--- config.mk ---
export PLATFORM = sky130hd
export DESIGN_NAME = router_nport_fsm
export DESIGN_NICKNAME = d
export VERILOG_FILES = /design/src/rtl/router_pkg.sv /design/src/rtl/router_wait_timer.sv /design/src/rtl/router_nport_fsm.sv
export SDC_FILE = /design/constraint.sdc
export NUM_CORES = 1
export LEC_CHECK = 0
export CORE_MARGIN = 4
export CORE_UTILIZATION = 48
export DETAILED_ROUTE_END_ITERATION = 10
export PLACE_DENSITY = 0.89
export SLEW_MARGIN = 5
export SYNTH_ARGS = -nofsm -noshare
export SYNTH_HDL_FRONTEND = slang
export SYNTH_SLANG_ARGS = --single-unit
--- constraint.sdc ---
create_clock -name clock -period 3.39 [get_ports clock]
set_input_delay 0.678 -clock clock [delete_from_list [all_inputs] [get_ports clock]]
set_output_delay 0.678 -clock clock [all_outputs]
set_load 0.01 [all_outputs]
--- src/rtl/router_pkg.sv ---
// Shared types for the N-port router controller: state encoding, default parameters,
// and the Moore decode of each state onto the controller outputs.
package router_pkg;

    localparam int unsigned DEF_NUM_PORTS    = 3;
    localparam int unsigned DEF_ADDR_W       = 2;
    localparam int unsigned DEF_WAIT_TIMEOUT = 255;

    typedef enum logic [3:0] {
        DECODE_ADDRESS     = 4'd0,
        LOAD_FIRST_DATA    = 4'd1,
        LOAD_DATA          = 4'd2,
        FIFO_FULL_STATE    = 4'd3,
        LOAD_AFTER_FULL    = 4'd4,
        LOAD_PARITY        = 4'd5,
        CHECK_PARITY_ERROR = 4'd6,
        WAIT_TILL_EMPTY    = 4'd7,
        DROP_PACKET        = 4'd8
    } state_t;

    typedef struct packed {
        logic detect_add;
        logic lfd_state;
        logic ld_state;
        logic laf_state;
        logic full_state;
        logic rst_int_reg;
        logic write_enb_reg;
        logic busy;
        logic drop_pkt;
    } state_out_t;

    // Output pattern presented while the controller sits in a given state.
    function automatic state_out_t decode_state(input state_t st);
        state_out_t o;
        o = '0;
        case (st)
            DECODE_ADDRESS:     o.detect_add = 1'b1;
            LOAD_FIRST_DATA: begin
                o.lfd_state = 1'b1;
                o.busy      = 1'b1;
            end
            LOAD_DATA: begin
                o.ld_state      = 1'b1;
                o.write_enb_reg = 1'b1;
            end
            FIFO_FULL_STATE: begin
                o.full_state = 1'b1;
                o.busy       = 1'b1;
            end
            LOAD_AFTER_FULL: begin
                o.laf_state     = 1'b1;
                o.write_enb_reg = 1'b1;
                o.busy          = 1'b1;
            end
            LOAD_PARITY: begin
                o.write_enb_reg = 1'b1;
                o.busy          = 1'b1;
            end
            CHECK_PARITY_ERROR: begin
                o.rst_int_reg = 1'b1;
                o.busy        = 1'b1;
            end
            WAIT_TILL_EMPTY:    o.busy     = 1'b1;
            DROP_PACKET:        o.drop_pkt = 1'b1;
            default:            o.detect_add = 1'b1;
        endcase
        return o;
    endfunction

endpackage

--- src/rtl/router_wait_timer.sv ---
// Cycle counter for the WAIT_TILL_EMPTY state; expire is high during the
// TIMEOUT-th consecutive enabled cycle after a clear.
module router_wait_timer
    import router_pkg::*;
#(
    parameter int unsigned TIMEOUT = DEF_WAIT_TIMEOUT
) (
    input  logic clock,
    input  logic resetn,
    input  logic clear,
    input  logic enable,
    output logic expire
);

    localparam int unsigned CNT_W = (TIMEOUT > 2) ? $clog2(TIMEOUT) : 1;
    localparam logic [CNT_W-1:0] LAST = CNT_W'(TIMEOUT - 1);

    logic [CNT_W-1:0] count;
    logic [CNT_W-1:0] count_next;

    // Saturate at LAST so a lingering enable can never wrap the count.
    always_comb begin
        count_next = count;
        if (clear) begin
            count_next = '0;
        end else if (enable && (count != LAST)) begin
            count_next = count + CNT_W'(1);
        end
    end

    always_ff @(posedge clock) begin
        if (!resetn) begin
            count  <= '0;
            expire <= 1'b0;
        end else begin
            count  <= count_next;
            expire <= (count_next == LAST);
        end
    end

endmodule

--- src/rtl/router_nport_fsm.sv ---
// Packet-routing controller for NUM_PORTS destination FIFOs.
// Define ROUTER_WAIT_TIMEOUT_EN to bound the time spent in WAIT_TILL_EMPTY.
module router_nport_fsm
    import router_pkg::*;
#(
    parameter int unsigned NUM_PORTS    = DEF_NUM_PORTS,
    parameter int unsigned ADDR_W       = DEF_ADDR_W,
    parameter int unsigned WAIT_TIMEOUT = DEF_WAIT_TIMEOUT
) (
    input  logic                 clock,
    input  logic                 resetn,
    input  logic                 pkt_valid,
    input  logic [ADDR_W-1:0]    data_in,
    input  logic [NUM_PORTS-1:0] fifo_empty,
    input  logic                 fifo_full,
    input  logic                 low_pkt_valid,
    input  logic                 parity_done,
    input  logic [NUM_PORTS-1:0] soft_reset,
    output logic                 detect_add,
    output logic                 lfd_state,
    output logic                 ld_state,
    output logic                 laf_state,
    output logic                 full_state,
    output logic                 rst_int_reg,
    output logic                 write_enb_reg,
    output logic                 busy,
    output logic [ADDR_W-1:0]    addr_q,
    output logic                 drop_pkt,
    output logic                 timeout_err
);

    localparam int unsigned PORT_SPAN = 1 << ADDR_W;
    localparam int unsigned AW1       = ADDR_W + 1;

    state_t             state;
    state_t             state_next;
    logic [ADDR_W-1:0]  addr_next;
    state_out_t         outs_q;
    logic [PORT_SPAN-1:0] empty_ext;
    logic [PORT_SPAN-1:0] soft_ext;
    logic               addr_ok;
    logic               soft_hit;
    logic               expire;
    logic               tmo_fire;

    // Pad per-port flags to the full address span so any address indexes safely.
    assign empty_ext = PORT_SPAN'(fifo_empty);
    assign soft_ext  = PORT_SPAN'(soft_reset);
    assign addr_ok   = {1'b0, data_in} < AW1'(NUM_PORTS);
    assign soft_hit  = soft_ext[addr_q] && (state != DECODE_ADDRESS);

    always_ff @(posedge clock) begin
        if (!resetn) begin
            state <= DECODE_ADDRESS;
        end else begin
            state <= state_next;
        end
    end

    always_comb begin
        state_next = state;
        addr_next  = addr_q;
        tmo_fire   = 1'b0;
        if (soft_hit) begin
            state_next = DECODE_ADDRESS;
        end else begin
            case (state)
                DECODE_ADDRESS: begin
                    if (pkt_valid && addr_ok) begin
                        addr_next  = data_in;
                        state_next = empty_ext[data_in] ? LOAD_FIRST_DATA : WAIT_TILL_EMPTY;
                    end else if (pkt_valid) begin
                        state_next = DROP_PACKET;
                    end
                end
                LOAD_FIRST_DATA:  state_next = LOAD_DATA;
                LOAD_DATA: begin
                    if (fifo_full) begin
                        state_next = FIFO_FULL_STATE;
                    end else if (!pkt_valid) begin
                        state_next = LOAD_PARITY;
                    end
                end
                FIFO_FULL_STATE: begin
                    if (!fifo_full) begin
                        state_next = LOAD_AFTER_FULL;
                    end
                end
                LOAD_AFTER_FULL: begin
                    if (parity_done) begin
                        state_next = DECODE_ADDRESS;
                    end else if (low_pkt_valid) begin
                        state_next = LOAD_PARITY;
                    end else begin
                        state_next = LOAD_DATA;
                    end
                end
                LOAD_PARITY:      state_next = CHECK_PARITY_ERROR;
                CHECK_PARITY_ERROR: begin
                    state_next = fifo_full ? FIFO_FULL_STATE : DECODE_ADDRESS;
                end
                WAIT_TILL_EMPTY: begin
                    if (empty_ext[addr_q]) begin
                        state_next = LOAD_FIRST_DATA;
                    end else if (expire) begin
                        state_next = DROP_PACKET;
                        tmo_fire   = 1'b1;
                    end
                end
                DROP_PACKET: begin
                    if (!pkt_valid) begin
                        state_next = DECODE_ADDRESS;
                    end
                end
                default:          state_next = DECODE_ADDRESS;
            endcase
        end
    end

    // Outputs are registered from the next state so they always match the present state.
    always_ff @(posedge clock) begin
        if (!resetn) begin
            addr_q <= '0;
            outs_q <= decode_state(DECODE_ADDRESS);
        end else begin
            addr_q <= addr_next;
            outs_q <= decode_state(state_next);
        end
    end

    assign detect_add    = outs_q.detect_add;
    assign lfd_state     = outs_q.lfd_state;
    assign ld_state      = outs_q.ld_state;
    assign laf_state     = outs_q.laf_state;
    assign full_state    = outs_q.full_state;
    assign rst_int_reg   = outs_q.rst_int_reg;
    assign write_enb_reg = outs_q.write_enb_reg;
    assign busy          = outs_q.busy;
    assign drop_pkt      = outs_q.drop_pkt;

`ifdef ROUTER_WAIT_TIMEOUT_EN
    logic timer_clear;
    logic timer_enable;

    assign timer_clear  = (state != WAIT_TILL_EMPTY);
    assign timer_enable = (state == WAIT_TILL_EMPTY);

    router_wait_timer #(
        .TIMEOUT (WAIT_TIMEOUT)
    ) u_wait_timer (
        .clock  (clock),
        .resetn (resetn),
        .clear  (timer_clear),
        .enable (timer_enable),
        .expire (expire)
    );

    // One-cycle pulse aligned with the first DROP_PACKET cycle after a timeout.
    always_ff @(posedge clock) begin
        if (!resetn) begin
            timeout_err <= 1'b0;
        end else begin
            timeout_err <= tmo_fire;
        end
    end
`else
    logic unused_cfg;

    assign expire      = 1'b0;
    assign timeout_err = 1'b0;
    assign unused_cfg  = ^{tmo_fire, 32'(WAIT_TIMEOUT)};
`endif

endmodule
==> results.md, run 1 <==
* Status: completed
* Post-synth EDFFs at 0
* Max Fanout on Critical Path at 4
* Clock insertion delay at the later pin of the skew report at 0.28 ns
* 1st-pass router iterations at 4
* Setup-failing EPs final at 0
* Fill cell count at 123
* Global-route wire length before repair at 3.15 mm
* TritonCTS Buffers at 3
* Synthesis Warnings at 0
* CP max-delay cell: clkdlybuf4s50_1
* Mapped Cells at 88
* Initial drt markers at 21
* Seq pwr share at 37.4%
* Fmax at 444 MHz
* H-tree depth at 1
* Register area share after synthesis at 36.3%
* Pwr dens at 677 nW/µm²
* CP Cell Sequence: clkdlybuf4s50_1 > a21oi_1 > nand3_1 > o22a_1 > or4b_4 > nor3_2
* Die H at 49.5 µm
* Tot Pwr at 726 µW
* Maxcap violations at 0
* Asr flop ratio synth at 0%
* Wire length per cell at 14.8 µm
* Die ar. at 2450 µm²
* Clock slew at reported path FFs at 0.08 ns
* RSZ-0062 raised after global routing: false
* Leakage at 0.000396 µW
* CTS tree: yes
* Leading cell types in the layout, fill and taps excluded: 24 x clkdlybuf4s50_1, 15 x dfxtp_1, 8 x nor2_1
* Period minus WS final at 2.25 ns
* Worst Hold Class: reg -> reg
* Main flop type after synthesis: dfxtp_1
* Mean post-synth cell area at 9.40 µm²
* Slew HR at 61.7%
* Post_cts resized at 0
* HPWL after detailed placement at 1.48 mm
* Starting Density at 53.0%
* GRT overflow at 0
* Biggest regs: state: 4 flops, addr_q: 2 flops
* Area grow syn2layout at 29.7%
* Register with the most flip-flops: state
* Bufs on Longest Clock Path at 2
* Cts hold-fix bufs at 0
* Crit share post-route at 66.5%
* Slew Limit Fails at 0
* Tightest Pin Transition at 0.571 ns
* Crit. End Element: flop
* DRC viols at 0
* Initial antenna violation count at 0
* Critical Path Source Type: primary input
* IO buf count at 24
* ANT cells at 0
* Largest register FFs at 4
* Vias per cell at 5.83
* Routability congestion estimate from global placement at 0.809
* # rows at 14
* Combinational Power Share at 49.2%
* Yosys reg bits at 15
* Clock share of power at 13.4%
* Critical path data arrival time at 2.47 ns
* Maximum VDD drop at 0.000470 V
* Core ar. at 1560 µm²
* Worst endpoint required time at 3.60 ns
* Fin. Hold Viols at 0
* Switching Share at 38.2%
* # clock sinks at 15
* Antenna Nets Post-Route at 0
* Clock root buffer: clkbuf_4
* Share of layout cells above drive strength 1 at 10.9%
* Die X at 49.5 µm
* Psw at 277 µW
* Total setup buffers inserted after CTS at 0
* Final net count at 125
* Critical path's largest stage delay at 0.54 ns
* Syn Nets at 102
* Setup CP Type: in -> reg
* IO Count at 26
* Clk_skew at 0.00354 ns
* Total wire length at 1.87 mm
* Pint at 449 µW
* Overall global routing resource usage at 17.0%
* Unique masters post-synth at 41
* Mapped cell area at 827 µm²
* Vias in the first global route at 668
* Largest net degree at the start of global routing at 12
* Setup TNS at 0 ns
* Vias at 735
* Commonest non-fill, non-tap cell in the layout: clkdlybuf4s50_1
==> area by class of cell <==
class | instances | area [µm²] | share of cell area [%]
Multi-Input combinational cell | 65 | 478 | 44.6
Sequential cell | 15 | 300 | 28.0
Timing Repair Buffer | 24 | 240 | 22.4
Clock buffer | 4 | 26.3 | 2.45
Tap cell | 16 | 20.0 | 1.87
Inverter | 2 | 7.51 | 0.700
==> critical path: cells and delay by family <==
kind            cells  cell delay, ns
simple gates        3            0.87
buf+inv             1            0.54
compound gates      2            0.38
==> power groups by stage <==
stage / sequential [µW] / combinational [µW] / clock (µW)
after floorplan: 254 / 267 / 0
after global placement: 272 / 345 / 0
after detailed placement: 276 / 357 / 0
after CTS: 270 / 359 / 102
after global routing: 280 / 396 / 111
final: 271 / 358 / 97.1
==> cells by family after synthesis <==
| family | synth area share (%) |
|---|---|
| compound gates | 20.1 |
| buf+inv | 5.90 |
| other cells | 0.453 |
| flops | 36.3 |
| mux | 7.26 |
| simple gates | 30.0 |
==> worst paths after layout <==
check / start / endpoint / slack (ns) / cells past startpoint
max: data_in[0] / lfd_state / 1.14 / 6
min: addr_q[0] / addr_q[0] / 0.64 / 2
min reg2reg: addr_q[0] / addr_q[0] / 0.64 / 2
max reg2reg: addr_q[0] / detect_add / 1.47 / 5
==> synthesized netlist by cell type (all sizes together), types with 3 or more instances <==
| cell type | instances | area share (%) |
|---|---|---|
| a21oi | 5 | 4.4 |
| and2 | 3 | 2.6 |
| buf | 5 | 4.4 |
| dfxtp | 15 | 36 |
| mux2i | 6 | 7.3 |
| nand2 | 4 | 1.8 |
| nand2b | 3 | 2.3 |
| nor2 | 8 | 3.6 |
| nor2b | 5 | 3.8 |
| nor3 | 4 | 3.6 |
==> per-stage QoR <==
| step | worst slack (ns) | util (%) | cells | area, µm² | hold slack, ns |
|---|---|---|---|---|---|
| 2_1_floorplan | 1.53 | - | 88 | 827 | 0.605 |
| 3_3_place_gp | 0.908 | 67.1 | 122 | 1050 | 0.611 |
| 3_5_place_dp | 0.863 | 67.1 | 122 | 1050 | 0.624 |
| 4_1_cts | 1.14 | 68.8 | 126 | 1070 | 0.635 |
| 5_1_grt | 1.02 | 68.8 | 126 | 1070 | 0.690 |
| 6_report | 1.14 | 68.8 | 126 | 1070 | 0.637 |
==> metal layers <==
metal | part of all wire, % | GRT usage [%]
met1 | 43 | 19.8
met2 | 52 | 29.2
met3 | 3.6 | 4.52
met4 | 1.8 | 6.91
met5 | 0 | 0
Note: power is estimated with default switching activity, not from simulation.
==> run 2, diff against run 1 <==
--- a/config.mk
+++ b/config.mk
@@ -5,10 +5,11 @@
 export SDC_FILE = /design/constraint.sdc
 export NUM_CORES = 1
 export LEC_CHECK = 0
+export CORE_ASPECT_RATIO = 0.75
 export CORE_MARGIN = 4
-export CORE_UTILIZATION = 48
+export CORE_UTILIZATION = 45
 export DETAILED_ROUTE_END_ITERATION = 10
-export PLACE_DENSITY = 0.89
+export PLACE_DENSITY = 0.85
 export SLEW_MARGIN = 5
 export SYNTH_ARGS = -nofsm -noshare
 export SYNTH_HDL_FRONTEND = slang
==> constraint.sdc (replaced) <==
create_clock -name clock -period 2.1 [get_ports clock]
set_input_delay 0.42 -clock clock [delete_from_list [all_inputs] [get_ports clock]]
set_output_delay 0.42 -clock clock [all_outputs]
set_load 0.01 [all_outputs]
==> results.md, run 2 (synthesized netlist as in run 1, its figures left out) <==
* Clk_skew at 0.00109 ns
* Clock slew at reported path FFs at 0.08 ns
* Initial drt markers at 22
* Psw at 465 µW
* Bufs on Longest Clock Path at 2
* Total wire length at 2.02 mm
* Pint at 771 µW
* DRC viols at 0
* Vias per cell at 5.50
* # clock sinks at 15
* Max layer used: met4
* Period minus WS final at 1.91 ns
* Die X at 57.5 µm
* Clock insertion delay at the later pin of the skew report at 0.28 ns
* Core ar. at 1740 µm²
* Critical Path Source Type: flop
* Delay-heaviest family, CP: simple AND/OR/NAND/NOR gates
* Share of layout cells above drive strength 1 at 16.2%
* ANT cells at 0
* Setup CP Type: reg -> reg
* Switching Share at 37.6%
* Starting Density at 47.5%
* Crit. End Element: flop
* Final Util at 65.1%
* Fmax at 524 MHz
* Clock root buffer: clkbuf_4
* Antenna Nets Post-Route at 0
* Area grow syn2layout at 36.9%
* Largest net degree at the start of global routing at 12
* Combinational Power Share at 50.7%
* 1st-pass router iterations at 4
* Total setup buffers inserted after CTS at 0
* Fin. Hold Viols at 0
* Maximum VDD drop at 0.000935 V
* Min Hold Slack at 0.626 ns
* Crit share post-route at 90.8%
* # rows at 13
* Slew Limit Fails at 0
* Cts hold-fix bufs at 0
* Vias in the first global route at 689
* Status: completed
* Pwr dens at 1090 nW/µm²
* Leading cell types in the layout, fill and taps excluded: 24 x clkdlybuf4s50_1, 15 x dfxtp_1, 8 x nor2_1
* TritonCTS Buffers at 3
* Die H at 45.1 µm
* CP max-delay cell: dfxtp_1
* Overall global routing resource usage at 16.2%
* Wire length per cell at 14.5 µm
* Initial antenna violation count at 0
* Maxcap violations at 0
* RSZ-0062 raised after global routing: false
* Global-route wire length before repair at 3.17 mm
* Routability congestion estimate from global placement at 0.882
* Max Fanout on Critical Path at 10
* Setup-failing EPs final at 0
* CP Cell Sequence: or4bb_1 > o31a_1 > buf_4 > and2_4 > a21oi_4 > and3_1
* Seq pwr share at 36.4%
* CTS tree: yes
* Met3 wire len at 100 µm
* CP Buf/Inv Count at 1
* HPWL after detailed placement at 1.59 mm
* IO buf count at 24
* Critical path's largest stage delay at 0.56 ns
* Biggest regs: state: 4 flops, addr_q: 2 flops
* Post-route met1 wirelength at 900 µm
* Largest register FFs at 4
* Register with the most flip-flops: state
* Vias at 764
* IO Count at 26
* Post_cts resized at 0
* Final net count at 132
* Die ar. at 2590 µm²
* Clock share of power at 12.9%
* GRT overflow at 0
* H-tree depth at 1
* Commonest non-fill, non-tap cell in the layout: clkdlybuf4s50_1
* Critical path data arrival time at 2.13 ns
* Worst endpoint required time at 2.32 ns
* Worst Hold Class: reg -> reg
* Leakage at 0.000429 µW
* Met2 wire length at 1.00 mm
[run 2: worst paths after layout]
path	start	endpoint	slack [ns]	cells past startpoint
setup / recovery	state[0]	laf_state	0.19	6
setup reg to reg	state[0]	laf_state	0.19	6
hold reg to reg	addr_q[0]	addr_q[0]	0.63	2
hold / removal	addr_q[0]	addr_q[0]	0.63	2
[run 2: area by class of cell]
class                   count  area, µm²
fillers                   144        608
multi-input cells          65        478
flip-flops and latches     15        300
repair buffers             31        293
well taps                  22       27.5
clock buffers               4       26.3
inverters                   2       7.51
[run 2: worst min-delay path: stages, from the launching register on]
cell and delay [ns]:
dfxtp_1 0.38, mux2i_1 0.15, nor2b_1 0.05
[run 2: layer usage]
layer	vias to the layer above	track usage, %
li1	381	-
met1	359	19.6
met2	22	27.9
met3	2	4.86
met4	0	4.63
met5	-	0
[run 2: metrics by stage]
step	cells	worst slack (ns)	power, µW	instance area (µm²)	TNS [ns]
final	139	0.193	1240	1130	0
after global routing	139	0.117	1310	1130	0
after CTS	139	0.223	1240	1130	0
after detailed placement	135	-0.0579	1080	1110	-0.192
after global placement	135	-0.0537	1060	1110	-0.153
after floorplan	88	0.398	842	827	0
[run 2: power groups by stage]
stage               clock network (µW)  logic [µW]  registers, µW
floorplan                            0         431            411
global placement                     0         615            440
detailed placement                   0         625            452
CTS                                166         628            446
global route                       180         676            458
finish                             159         626            450
